**src/rtl/pencoder_pkg.sv**
```systemverilog
// Shared types and width helpers for the sequential leading-one walker.
package pencoder_pkg;

  typedef enum logic {
    IDLE = 1'b0,
    SCAN = 1'b1
  } state_t;

  function automatic int idx_width(input int width);
    return $clog2(width);
  endfunction

endpackage

```
**src/rtl/pencoder_lead.sv**
```systemverilog
// Combinational MSB-first priority encoder: bit WIDTH-1 maps to index 0.
module pencoder_lead #(
  parameter int WIDTH = 8,
  parameter int IDX_W = 3
) (
  input  logic [WIDTH-1:0] mask,
  output logic [IDX_W-1:0] idx,
  output logic             is_zero
);

  // Scan upward so the highest set bit is the last one to write idx.
  always_comb begin
    idx     = '0;
    is_zero = ~|mask;
    for (int i = 0; i < WIDTH; i++) begin
      if (mask[i]) idx = IDX_W'(WIDTH - 1 - i);
    end
  end

endmodule

```
**src/rtl/pencoder_seq.sv**
```systemverilog
// Sequential leading-one walker: one set-bit index per beat, MSB first.
// Optional PENCODER_SEQ_POPCNT_EN adds out_popcnt, the set-bit count of the accepted mask.
module pencoder_seq
  import pencoder_pkg::*;
#(
  parameter  int WIDTH = 8,
  localparam int IDX_W = idx_width(WIDTH)
) (
  input  logic             clk,
  input  logic             reset,
  input  logic             in_valid,
  output logic             in_ready,
  input  logic [WIDTH-1:0] in_bitmask,
  output logic             out_valid,
  input  logic             out_ready,
  output logic [IDX_W-1:0] out_idx,
  output logic             out_last,
  output logic             out_is_zero,
  output logic             busy
`ifdef PENCODER_SEQ_POPCNT_EN
  ,
  output logic [IDX_W:0]   out_popcnt
`endif
);

  // Handshakes: a transfer happens on any rising edge where valid && ready;
  // valid never waits on ready, and in_ready may depend on out_ready.
  state_t           state, state_d;
  logic [WIDTH-1:0] mask_q;
  logic             zero_q;
  logic [WIDTH-1:0] clr;
  logic             lead_zero;
  logic             accept, beat;

  pencoder_lead #(.WIDTH(WIDTH), .IDX_W(IDX_W)) u_lead (
    .mask    (mask_q),
    .idx     (out_idx),
    .is_zero (lead_zero)
  );

  always_comb begin
    clr = '0;
    for (int i = 0; i < WIDTH; i++) begin
      clr[i] = (out_idx == IDX_W'(WIDTH - 1 - i));
    end
  end

  // Final beat: nothing left once the current leading one is removed.
  assign out_valid   = (state == SCAN);
  assign busy        = (state == SCAN);
  assign out_last    = out_valid && (lead_zero || ((mask_q & ~clr) == '0));
  assign out_is_zero = out_valid && zero_q;
  assign beat        = out_valid && out_ready;
  assign in_ready    = (state == IDLE) || (beat && out_last);
  assign accept      = in_valid && in_ready;

  always_comb begin
    state_d = state;
    case (state)
      IDLE: if (accept) state_d = SCAN;
      SCAN: if (beat && out_last) state_d = accept ? SCAN : IDLE;
      default: state_d = IDLE;
    endcase
  end

  always_ff @(posedge clk) begin
    if (reset) begin
      state  <= IDLE;
      mask_q <= '0;
      zero_q <= 1'b0;
    end else begin
      state <= state_d;
      if (accept) begin
        mask_q <= in_bitmask;
        zero_q <= (in_bitmask == '0);
      end else if (beat) begin
        mask_q <= mask_q & ~clr;
      end
    end
  end

`ifdef PENCODER_SEQ_POPCNT_EN
  always_ff @(posedge clk) begin
    if (reset) begin
      out_popcnt <= '0;
    end else if (accept) begin
      out_popcnt <= (IDX_W + 1)'($countones(in_bitmask));
    end
  end
`endif

endmodule

```
**config.mk**
```make
export PLATFORM = sky130hd
export DESIGN_NAME = pencoder_seq
export DESIGN_NICKNAME = d
export VERILOG_FILES = /design/src/rtl/pencoder_pkg.sv /design/src/rtl/pencoder_lead.sv /design/src/rtl/pencoder_seq.sv
export SDC_FILE = /design/constraint.sdc
export NUM_CORES = 1
export LEC_CHECK = 0
export BUFFER_PORTS_ARGS = -buffer_cell sky130_fd_sc_hd__buf_4
export CAP_MARGIN = 20
export CORE_UTILIZATION = 54
export DETAILED_ROUTE_END_ITERATION = 8
export PLACE_DENSITY = 0.87
export SYNTH_ARGS = -nofsm -noshare
export SYNTH_HDL_FRONTEND = slang
export SYNTH_HIERARCHICAL = 1
export SYNTH_SLANG_ARGS = --single-unit
```
**constraint.sdc**
```tcl
create_clock -name clk -period 5.3 [get_ports clk]
set_input_delay 0.53 -clock clk [delete_from_list [all_inputs] [get_ports clk]]
set_output_delay 0.53 -clock clk [all_outputs]
set_load 0.02 [all_outputs]
```
; After elaboration in Yosys (flattened, before gate mapping)
; Cells that the tools add are included.
[op_classes]
n_eq_ne = 7
muxes = 13
n_bitwise = 3
reduce_logical = 13
[op_table]
columns = operator, n
row1 = $mux 3, 8
row2 = $logic_not 8->1, 2
row3 = $mux 8, 2
row4 = $eq 3x3->1 const B, 4
row5 = $and 8x8->8, 1
row6 = $not 8->8, 1
row7 = $reduce_or 8->1, 1
row8 = $eq 3x2->1 const B, 2
row9 = $logic_and 1x1->1, 5
row10 = $eq 3x1->1 const B, 1
row11 = $logic_not 3->1, 1
row12 = $logic_or 1x1->1, 2
row13 = $mux 1, 2
row14 = $pmux 1 s2, 1
row15 = $reduce_bool 2->1, 1
row16 = $logic_not 1->1, 1
row17 = $not 1->1, 1
[word_totals]
register_bits = 10
word_cells = 39

; Longest topological paths before layout
; Gate-level depths: netlist of run 1.
[depth]
word_depth = 20
ltp_mapped = 10
mapped_depth_nobuf = 8

; By module
; The synthesis of run 1 kept the hierarchy.
[by_module_without_submodules]
columns = module, n_inst, cells_per_inst, area_per_inst_um2, seq_area_each_um2
row1 = pencoder_seq, 1, 89, 772.0, 200.2
row2 = pencoder_lead, 1, 16, 87.6, 0.0

; Worst setup path before layout of run 1
; No wires, ideal clock.
[synth_timing]
kind = reg-to-output
start = register mask_q[7]
end = output in_ready
arrival_time_ns = 2.597
t_required_ns = 4.770
path_slack_ns = 2.173
path_stages_with_launch = 8
path_buffers = 1
path_cell_list = dfxtp_1 > o41ai_2 > buf_6 > nor4b_1 > nor3_1 > nor4_2 > nor2_1 > o21ai_0
[synth_via]
elab_chain_cells = 9
word_cells_on_any_way = 18
cone_classes = eq/ne: 7 / mux: 1 / bitwise: 2 / reduce/logical: 8
[synth_rtl]
columns = item, line_no
row1 = from (decl), pencoder_seq.sv:29  ; logic [WIDTH-1:0] mask_q;
row2 = from (signal assigned), pencoder_seq.sv:74  ; mask_q <= in_bitmask;
row3 = from (signal assigned), pencoder_seq.sv:77  ; mask_q <= mask_q & ~clr;
row4 = $mux 3 (*), pencoder_lead.sv:16  ; if (mask[i]) idx = IDX_W'(WIDTH - 1 - i);
row5 = named net out_idx[0], pencoder_seq.sv:16  ; output logic [IDX_W-1:0] out_idx,
row6 = "$eq 3x3->1, or another cell as far along", pencoder_seq.sv:44  ; clr[i] = (out_idx == IDX_W'(WIDTH - 1 - i));
row7 = $not 8->8 (*), pencoder_seq.sv:51  ; assign out_last = out_valid && (lead_zero || ((mask_q & ~clr) == '0));
row8 = $and 8x8->8 (*), pencoder_seq.sv:51
row9 = $logic_not 8->1 (*), pencoder_seq.sv:51
row10 = $logic_or 1x1->1 (*), pencoder_seq.sv:51
row11 = $logic_and 1x1->1 (*), pencoder_seq.sv:51
row12 = $logic_and 1x1->1 (*), pencoder_seq.sv:54  ; assign in_ready = (state == IDLE) || (beat && out_last);
row13 = $logic_or 1x1->1 (*), pencoder_seq.sv:54
row14 = to (decl), pencoder_seq.sv:12  ; output logic in_ready,
; The timed path passes the listed nets; every way through them passes the cells marked *.

; Final worst setup path of run 1
[layout_timing]
start = register mask_q[7]
end = output in_ready
[layout_via]
elab_chain_cells = 9
word_cells_on_any_way = 18
cone_classes = eq/ne: 7 / mux: 1 / bitwise: 2 / reduce/logical: 8
[layout_rtl]
columns = item, line_no
row1 = $mux 3, pencoder_lead.sv:16
row2 = "$eq 3x3->1, or another cell as far along", pencoder_seq.sv:44
row3 = $not 8->8, pencoder_seq.sv:51
row4 = $and 8x8->8, pencoder_seq.sv:51
row5 = $logic_not 8->1, pencoder_seq.sv:51
row6 = $logic_or 1x1->1 (*), pencoder_seq.sv:51
row7 = $logic_and 1x1->1 (*), pencoder_seq.sv:51
row8 = $logic_and 1x1->1 (*), pencoder_seq.sv:54
row9 = $logic_or 1x1->1 (*), pencoder_seq.sv:54
; Mark *: on every way between the ends. The rest lies on a longest branch, timed or not.

==> results.md, run 1 <==
- Hold path startpoint: zero_q
- Psw: 0.000140 W
- Area of the multi-input gates: 584 um^2
- Synth top area cells: dfxtp_1, o221a_1, nor2_1
- Pleak: 0.389 nW
- Total gr overflow: 0
- Setup TNS: 0 ps
- Arr. time, crit path: 2930 ps
- Via count: 955
- Avg Inst Size Synth: 8.19 um^2
- Post-CTS Setup Repair Bufs: 0
- Nets: 136
- Clk sink count: 10
- Global-route wire length before repair: 3790 um
- Final Hold Violating Endpoints: 0
- Part of the power in combinational logic: 0.486
- Power density cells: 330 nW/um^2
- RSZ-0062 raised after global routing: false
- CP Cell Sequence: nor2_1 > nand2_1 > a21oi_1 > and4bb_2 > nor3_1 > nor4_2 > nor2_1 > o21ai_0 > buf_4
- Setup Viol. Count Final: 0
- Fin Clk Skew: 5.52 ps
- Sequential cell area: 200 um^2
- Most common cell after layout, fill and taps aside: nor2_1
- Total Routing Usage GR: 0.278
- Commonest cells after routing, fill and taps aside: nor2_1, buf_4, dfxtp_1
- DIE AREA: 1760 um^2
- Internal: 0.000193 W
- #FFs+latches synth: 10
- Area grow syn2layout: 17.5%
- Total inserted antenna cells: 0
- Yosys top cell by area: dfxtp_1
- IO Port Bufs: 19
- Top cell type's share of synthesized area: 0.233
- Slowest cell on crit path: a21oi_1
- HP Class: reg -> reg
- Cells after Synth: 105
- Crit end category: output pin
- Crit path max-delay family: simple AND/OR/NAND/NOR gates
- Status: finished clean
- Critical Path RT: 4770 ps
- Netlist cell types: 36
- CP Depth: 9
- Initial DRC count: 65
- Reg clk slew, reported paths: 70 ps
- Clk_lat worst skew: 270 ps
- Share of total power in sequential cells: 0.303
- Hold Buf Count CTS: 0
- Post-DP HPWL: 1600 um
- FP Rows: 14
- R2R Path Start: mask_q[7]
- Achievable frequency: 289 MHz
- Average wire per standard cell: 16.2 um
- Peak VDD IR: 0.238 mV
- Die X: 41.9 um
- Initial core utilization: 0.577
- Root buf cell: clkbuf_4
- IO Count: 20
- DRT Pass-1 Iters: 4
- # fillers: 123
- Gpl congestion: 0.842
- Ys Warns: 6
- Syn Nets: 117
- Final-report max-slew violation count: 0
- Max Buffers Root-to-Sink: 2
- Crit start category: flop
- Htree depth: 1
- Die height: 41.9 um
- Largest net degree at the start of global routing: 18
- Clock power share: 0.210
- WHS Path Cells: 2
- Final period util: 0.653
- Critical path class: reg -> out
- Fraction of final layout cells sized beyond drive strength 1: 0.276
- Final wirelength: 2250 um
- Worst setup startpoint: mask_q[7]
- Vias/cell: 6.87
- Total CTS buffers: 3
- DP Worst Slack: 2040 ps
- Sw Ratio: 0.420
- Antenna viol nets, final: 0
- Final Worst Setup Slack: 1840 ps
- CP peak stage delay: 770 ps
- Max Cap Viol: 0
- Mapped cell area: 860 um^2
- Slew @ Worst Pin: 1000 ps
- Number of buffers and inverters on the critical path: 1
- Core area: 1490 um^2
- Number of global-route vias before repair: 857
- R2R depth: 8
- Seq/Total Area, Yosys: 0.233
- DRC Markers: 0
- # resized after CTS: 0
- Initial antenna violation count: 0
- Fin crit period: 3460 ps
- CP Max Fanout: 17
- Cell mode on critical path: nor2_1
- CTS tree: built
- Relative slew slack: 0.331
-- synthesized netlist by cell type (all sizes together) --
cell type and number:
a211oi 6, a21boi 5, a21oi 3, a311oi 2, and2 2, and4bb 3, buf 5, clkbuf 1
dfxtp 10, inv 5, mux2i 1, nand2 3, nand2b 2, nand3 2, nor2 23, nor2b 1
nor3 5, nor3b 2, nor4 2, nor4b 3, o21ai 3, o221a 8, o22a 1, o31a 5
o41ai 1, or3 1
-- layer usage --
layer,vias up,global-route usage,routed length [um],part of all wire
met5,-,0,0,0
met4,0,0.129,113,0.050
met3,12,0.100,229,0.10
met2,64,0.425,1020,0.45
met1,439,0.348,890,0.40
li1,440,-,-,-
-- worst paths after layout --
check / end / slack [ps]
min: zero_q / 480
max: in_ready / 1840
max reg2reg: mask_q[1] / 2370
min reg2reg: zero_q / 480
-- final cells by class --
cell class	instances	area share
sequential	10	0.198
clock buffer	4	0.0359
multi-input combinational	84	0.579
timing repair buffer	20	0.149
inverter	5	0.0186
tap	16	0.0198
-- per-stage QoR --
stage	instance area, um^2	util	instances	hold WS (ps)	power, W
floorplan	860	-	105	447	0.000227
global placement	966	0.649	134	464	0.000254
detailed placement	966	0.649	134	475	0.000259
CTS	1000	0.673	138	489	0.000329
global route	1010	0.678	139	518	0.000355
finish	1010	0.678	139	484	0.000333
-- kinds of logic after synthesis --
logic type | count (synthesis) | share of synthesized area
and+or+nand+nor | 49 | 0.320
AOI/OAI and AO/OA | 34 | 0.348
buffers and inverters | 11 | 0.0873
DFF | 10 | 0.233
muxes | 1 | 0.0116
-- sequential cells by signal (all words and copies together) (netlist names) --
name    flops
mask_q      8
busy        1
zero_q      1
-- power by group through the flow --
stage	registers [W]	logic [W]	clock network, W
2_1_floorplan	0.0000977	0.000129	0
3_3_place_gp	0.000101	0.000152	0
3_5_place_dp	0.000102	0.000156	0
4_1_cts	0.000100	0.000157	0.0000711
5_1_grt	0.000102	0.000178	0.0000743
6_report	0.000101	0.000162	0.0000700
-- tightest hold or removal path, cell delays in order (launching register included) --
cell and delay [ps]:
dfxtp_1 310, nand2b_1 60, mux2i_1 60
Note: power is estimated with default switching activity, not from simulation.
==> inputs of run 2 (changes only) <==
--- a/config.mk
+++ b/config.mk
@@ -7,9 +7,9 @@
 export LEC_CHECK = 0
 export BUFFER_PORTS_ARGS = -buffer_cell sky130_fd_sc_hd__buf_4
 export CAP_MARGIN = 20
-export CORE_UTILIZATION = 54
+export CORE_UTILIZATION = 52
 export DETAILED_ROUTE_END_ITERATION = 8
-export PLACE_DENSITY = 0.87
+export PLACE_DENSITY = 0.84
 export SYNTH_ARGS = -nofsm -noshare
 export SYNTH_HDL_FRONTEND = slang
 export SYNTH_HIERARCHICAL = 1
==> constraint.sdc (replaced) <==
create_clock -name clk -period 3.3 [get_ports clk]
set_input_delay 0.33 -clock clk [delete_from_list [all_inputs] [get_ports clk]]
set_output_delay 0.33 -clock clk [all_outputs]
set_load 0.02 [all_outputs]
==> results.md, run 2 (synthesis gave the netlist of run 1 again) <==
- R2R Path Start: mask_q[1]
- Total gr overflow: 0 (unchanged)
- Setup Viol. Count Final: 0 (unchanged)
- Final-report max-slew violation count: 0 (unchanged)
- Non-filler instance count after layout: 142 (+2.2%)
- Placed instance count: 137 (+2.2%)
- # fillers: 140 (+14%)
- Critical Path RT: 2970 ps (-1800 ps)
- Peak VDD IR: 0.292 mV (+23%)
- Setup TNS: 0 ps (unchanged)
- Power density cells: 530 nW/um^2 (+61%)
- Final Hold Violating Endpoints: 0 (unchanged)
- Status: finished clean
- FF-to-FF End: mask_q[2]
- FP Rows: 14 (unchanged)
- Fin Clk Skew: 8.40 ps (+2.88 ps)
- Clk_lat worst skew: 280 ps (about the same)
- Total inserted antenna cells: 0 (unchanged)
- DRT Pass-1 Iters: 4 (unchanged)
- # resized after CTS: 0 (unchanged)
- Total Routing Usage GR: 0.271 (-0.00697)
- Worst setup startpoint: mask_q[1]
- Global-route wire length before repair: 3730 um (-1.5%)
- Gpl congestion: 0.884 (+4.9%)
- Post-Route Utilization: 0.677 (-0.000811)
- Largest reg by FF count: mask_q
- Total CTS buffers: 3 (unchanged)
- Setup crit end: in_ready
- Crit end category: output pin
- Initial core utilization: 0.564 (-0.0133)
- Core area: 1520 um^2 (+2.4%)
- Critical path class: reg -> out
- Die X: 42.7 um (+1.8%)
- CTS tree: built
- Max FFs per register: 8 (unchanged)
- Initial antenna violation count: 0 (unchanged)
- IO Count: 20 (unchanged)
- Fraction of final layout cells sized beyond drive strength 1: 0.294 (+0.0172)
- Via count: 919 (-3.8%)
- Post-CTS Setup Repair Bufs: 0 (unchanged)
- Min Hold Slack: 308 ps (-176 ps)
- Arr. time, crit path: 2600 ps (-330 ps)
- Antenna viol nets, final: 0 (unchanged)
- Relative slew slack: 0.607 (+0.276)
- Htree depth: 1 (unchanged)
- Initial DRC count: 33 (-49%)
- Nets: 139 (+2.2%)
- Reg clk slew, reported paths: 80 ps (about the same)
- Root buf cell: clkbuf_4
- Post-DP HPWL: 1630 um (+1.8%)
- Crit start category: flop
- Final period util: 0.887
- Hold Buf Count CTS: 0 (unchanged)
- Die height: 42.7 um (+1.8%)
- Final wirelength: 2190 um (-2.9%)
- Achievable frequency: 342 MHz
- Commonest cells after routing, fill and taps aside: nor2_1, buf_4, dfxtp_1
- RSZ-0062 raised after global routing: false
- CP Max Fanout: 13 (-4)
- Slew @ Worst Pin: 588 ps (-415 ps)
- Post-placement cell area: 988 um^2 (+2.3%)
- Pleak: 0.404 nW (+3.9%)
- Fin crit period: 2930 ps
- Worst R2R Setup Slack: 710 ps (-1660 ps)
- Largest net degree at the start of global routing: 16 (-2)
- Clk sink count: 10 (unchanged)
- Number of global-route vias before repair: 843 (-1.6%)
- Vias/cell: 6.47 (-5.8%)
- Average wire per standard cell: 15.4 um (-5.0%)
- IO Port Bufs: 19 (unchanged)
- DRC Markers: 0 (unchanged)
- R2R depth: 9 (+1)
- Area grow syn2layout: 20.1%
- HP Class: in -> reg
- Final Instance Area: 1030 um^2 (+2.2%)
- DIE AREA: 1820 um^2 (+3.7%)
- Max Cap Viol: 0 (unchanged)
- Max Buffers Root-to-Sink: 2 (unchanged)
==> run 2: area by class of cell <==
cell class / count / area, um^2 / area share
Multi-Input combinational cell: 84 / 584 / 0.566
Inverter: 5 / 18.8 / 0.0182
Timing Repair Buffer: 23 / 173 / 0.167
Tap cell: 16 / 20.0 / 0.0194
Sequential cell: 10 / 200 / 0.194
Clock buffer: 4 / 36.3 / 0.0352
==> run 2: per-layer routing <==
metal	routed length, um	vias to the layer above	global-route usage	part of all wire
met5	0	-	0	0
met4	23	0	0.0875	0.011
met3	166	5	0.0809	0.076
met2	1090	36	0.467	0.50
met1	906	433	0.318	0.41
li1	-	445	-	-
==> run 2: per-stage QoR <==
stage / setup slack, ps / power [W]
floorplan: 373 / 0.000365
global placement: 465 / 0.000422
detailed placement: 353 / 0.000429
CTS: 18.4 / 0.000546
global route: 73.2 / 0.000583
finish: 373 / 0.000548
==> run 2: worst max-delay path: stages (launching register included) <==
cell and delay (ps):
dfxtp_1 380, inv_1 80, a21oi_1 70, o41ai_2 310
clkbuf_4 290, nor4b_1 240, nor3_1 100, nor4_2 370
nor2_1 110, o21ai_0 180, buf_4 170
==> run 2: how the worst min path moves through the flow <==
stage,startpoint,to,slack (ps),depth (start not counted)
6_report,in_valid,busy,310,2
3_3_place_gp,zero_q,zero_q,470,2
4_1_cts,in_valid,busy,300,2
2_1_floorplan,zero_q,zero_q,450,2
5_1_grt,in_valid,busy,320,2
3_5_place_dp,zero_q,zero_q,470,2
==> run 2: power by group <==
part	total [W]	switching (W)	internal, W
Combinational	0.000272	0.000152	0.000119
Sequential	0.000161	0.0000265	0.000135
Clock	0.000115	0.0000477	0.0000671
Total	0.000548	0.000226	0.000321
==> inputs of run 3 (changes only) <==
==> constraint.sdc (replaced) <==
create_clock -name clk -period 2.7 [get_ports clk]
set_input_delay 0.27 -clock clk [delete_from_list [all_inputs] [get_ports clk]]
set_output_delay 0.27 -clock clk [all_outputs]
set_load 0.02 [all_outputs]
==> results.md, run 3 (synthesis gave the netlist of run 1 again) <==
- IO Count: 20 (unchanged)
- Max FFs per register: 8 (unchanged)
- Htree depth: 1 (unchanged)
- Commonest cells after routing, fill and taps aside: buf_4, nor2_1, o221a_1
- DP Worst Slack: 41.7 ps (-312 ps)
- FP Rows: 14 (unchanged)
- Slew @ Worst Pin: 591 ps (+2.90 ps)
- Die X: 42.7 um (unchanged)
- Crit end category: output pin
- Most common cell after layout, fill and taps aside: buf_4
- Crit start category: flop
- Max Buffers Root-to-Sink: 2 (unchanged)
- Power density cells: 679 nW/um^2 (+28%)
- IO Port Bufs: 19 (unchanged)
- Arr. time, crit path: 2410 ps (-190 ps)
- Critical Path RT: 2430 ps (-540 ps)
- Area grow syn2layout: 50.2%
- Average wire per standard cell: 20.9 um (+36%)
- Fraction of final layout cells sized beyond drive strength 1: 0.514 (+0.221)
- Total gr overflow: 0 (unchanged)
- Final-report max-slew violation count: 0 (unchanged)
- CTS tree: built
- Max Cap Viol: 0 (unchanged)
- Final Hold Violating Endpoints: 0 (unchanged)
- HP Class: in -> reg
- Antenna viol nets, final: 0 (unchanged)
- Non-filler instance count after layout: 154 (+8.5%)
- Vias/cell: 7.03 (+8.7%)
- Relative slew slack: 0.603 (-0.00412)
- Min Hold Slack: 256 ps (-51.9 ps)
- DIE AREA: 1820 um^2 (unchanged)
- Setup Viol. Count Final: 0 (unchanged)
- Placed instance count: 137 (unchanged)
- DRT Pass-1 Iters: 4 (unchanged)
- Slowest cell on crit path: dfxtp_4
- Global-route wire length before repair: 4240 um (+14%)
- Post-DP HPWL: 1660 um (+1.7%)
- Reg clk slew, reported paths: 80 ps (about the same)
- Hold path startpoint: in_bitmask[7]
- Gpl congestion: 0.868 (-1.8%)
- Critical path class: reg -> out
- CP Max Fanout: 7 (-6)
- Pleak: 0.497 nW (+23%)
- Via count: 1083 (+18%)
- Largest reg by FF count: mask_q
- CP peak stage delay: 410 ps (+30 ps)
- Number of global-route vias before repair: 944 (+12%)
- Peak VDD IR: 0.459 mV (+57%)
- Clk_lat worst skew: 280 ps (about the same)
- Core area: 1520 um^2 (unchanged)
- Initial antenna violation count: 0 (unchanged)
- Fin Clk Skew: 15.2 ps (+6.82 ps)
- Worst setup startpoint: mask_q[3]
- Total power: 0.000876 W (+60%)
- Final Worst Setup Slack: 19.2 ps (-354 ps)
- CP Cell Sequence: nor2_4 > o21ai_2 > a21boi_4 > nand3_1 > o22a_1 > nor4_4 > nor2_2 > o21ai_1 > buf_4
- DRC Markers: 0 (unchanged)
- Fin crit period: 2680 ps
- Total Routing Usage GR: 0.308 (+0.0364)
- Total CTS buffers: 3 (unchanged)
- Largest net degree at the start of global routing: 13 (-3)
- Nets: 151 (+8.6%)
- Final wirelength: 3220 um (+47%)
- Achievable frequency: 373 MHz
- Initial DRC count: 53 (+61%)
- Die height: 42.7 um (unchanged)
- R2R Path Start: mask_q[3]
- Clk sink count: 10 (unchanged)
- Final period util: 0.993
- Status: finished clean
- Initial core utilization: 0.564 (unchanged)
- Root buf cell: clkbuf_4
- Total inserted antenna cells: 0 (unchanged)
-- run 3: cell count changes in the layout (fill, tap and decap cells not counted), moves of 3 or more --
cell and delta:
a21oi_1 -3, nor2_1 -4, dfxtp_2 +4, dfxtp_1 -8
a21oi_4 +4, dfxtp_4 +4, buf_4 +10
-- run 3: metrics by stage --
step | util | area, um^2 | setup TNS (ps)
floorplan | - | 878 | 0
global placement | 0.661 | 1010 | 0
detailed placement | 0.661 | 1010 | 0
CTS | 0.765 | 1170 | 0
global route | 0.847 | 1290 | -80.9
finish | 0.847 | 1290 | 0
-- run 3: layout make-up --
class,instances,area (um^2)
inverter,5,18.8
clock buffer,4,36.3
tap,16,20.0
timing repair buffer,32,240
fill,89,233
multi-input combinational,87,756
sequential,10,220
-- run 3: where the power goes --
part / switching (W) / internal (W) / leakage (nW)
Clock: 0.0000615 / 0.0000821 / 0.0210
Sequential: 0.0000485 / 0.000169 / 0.0865
Combinational: 0.000280 / 0.000236 / 0.389
-- run 3: path summary, 6_finish.rpt --
check,end,slack [ps],cells past startpoint
hold / removal,mask_q[7],260,2
setup reg to reg,mask_q[2],120,8
hold reg to reg,zero_q,480,2
setup / recovery,in_ready,20,9
-- run 3: per-layer routing --
layer,vias up,global-route usage,part of all wire
met5,-,0,0
met1,496,0.377,0.39
met4,0,0.106,0.041
met2,91,0.512,0.45
met3,19,0.0851,0.11
li1,477,-,-
-- run 3: worst max-delay path, delay by kind of cell (launching register included) --
family	cells	cell delay, ps
flops	1	410
compound gates	4	780
buf+inv	1	150
simple gates	4	780
-- run 3: repair_timing --
item	in CTS	in global routing
pin swaps	3	6
setup endpoints to repair	2	6
hold buffers	0	0
setup buffers	5	5
resized for setup	15	19
gates cloned	1	2
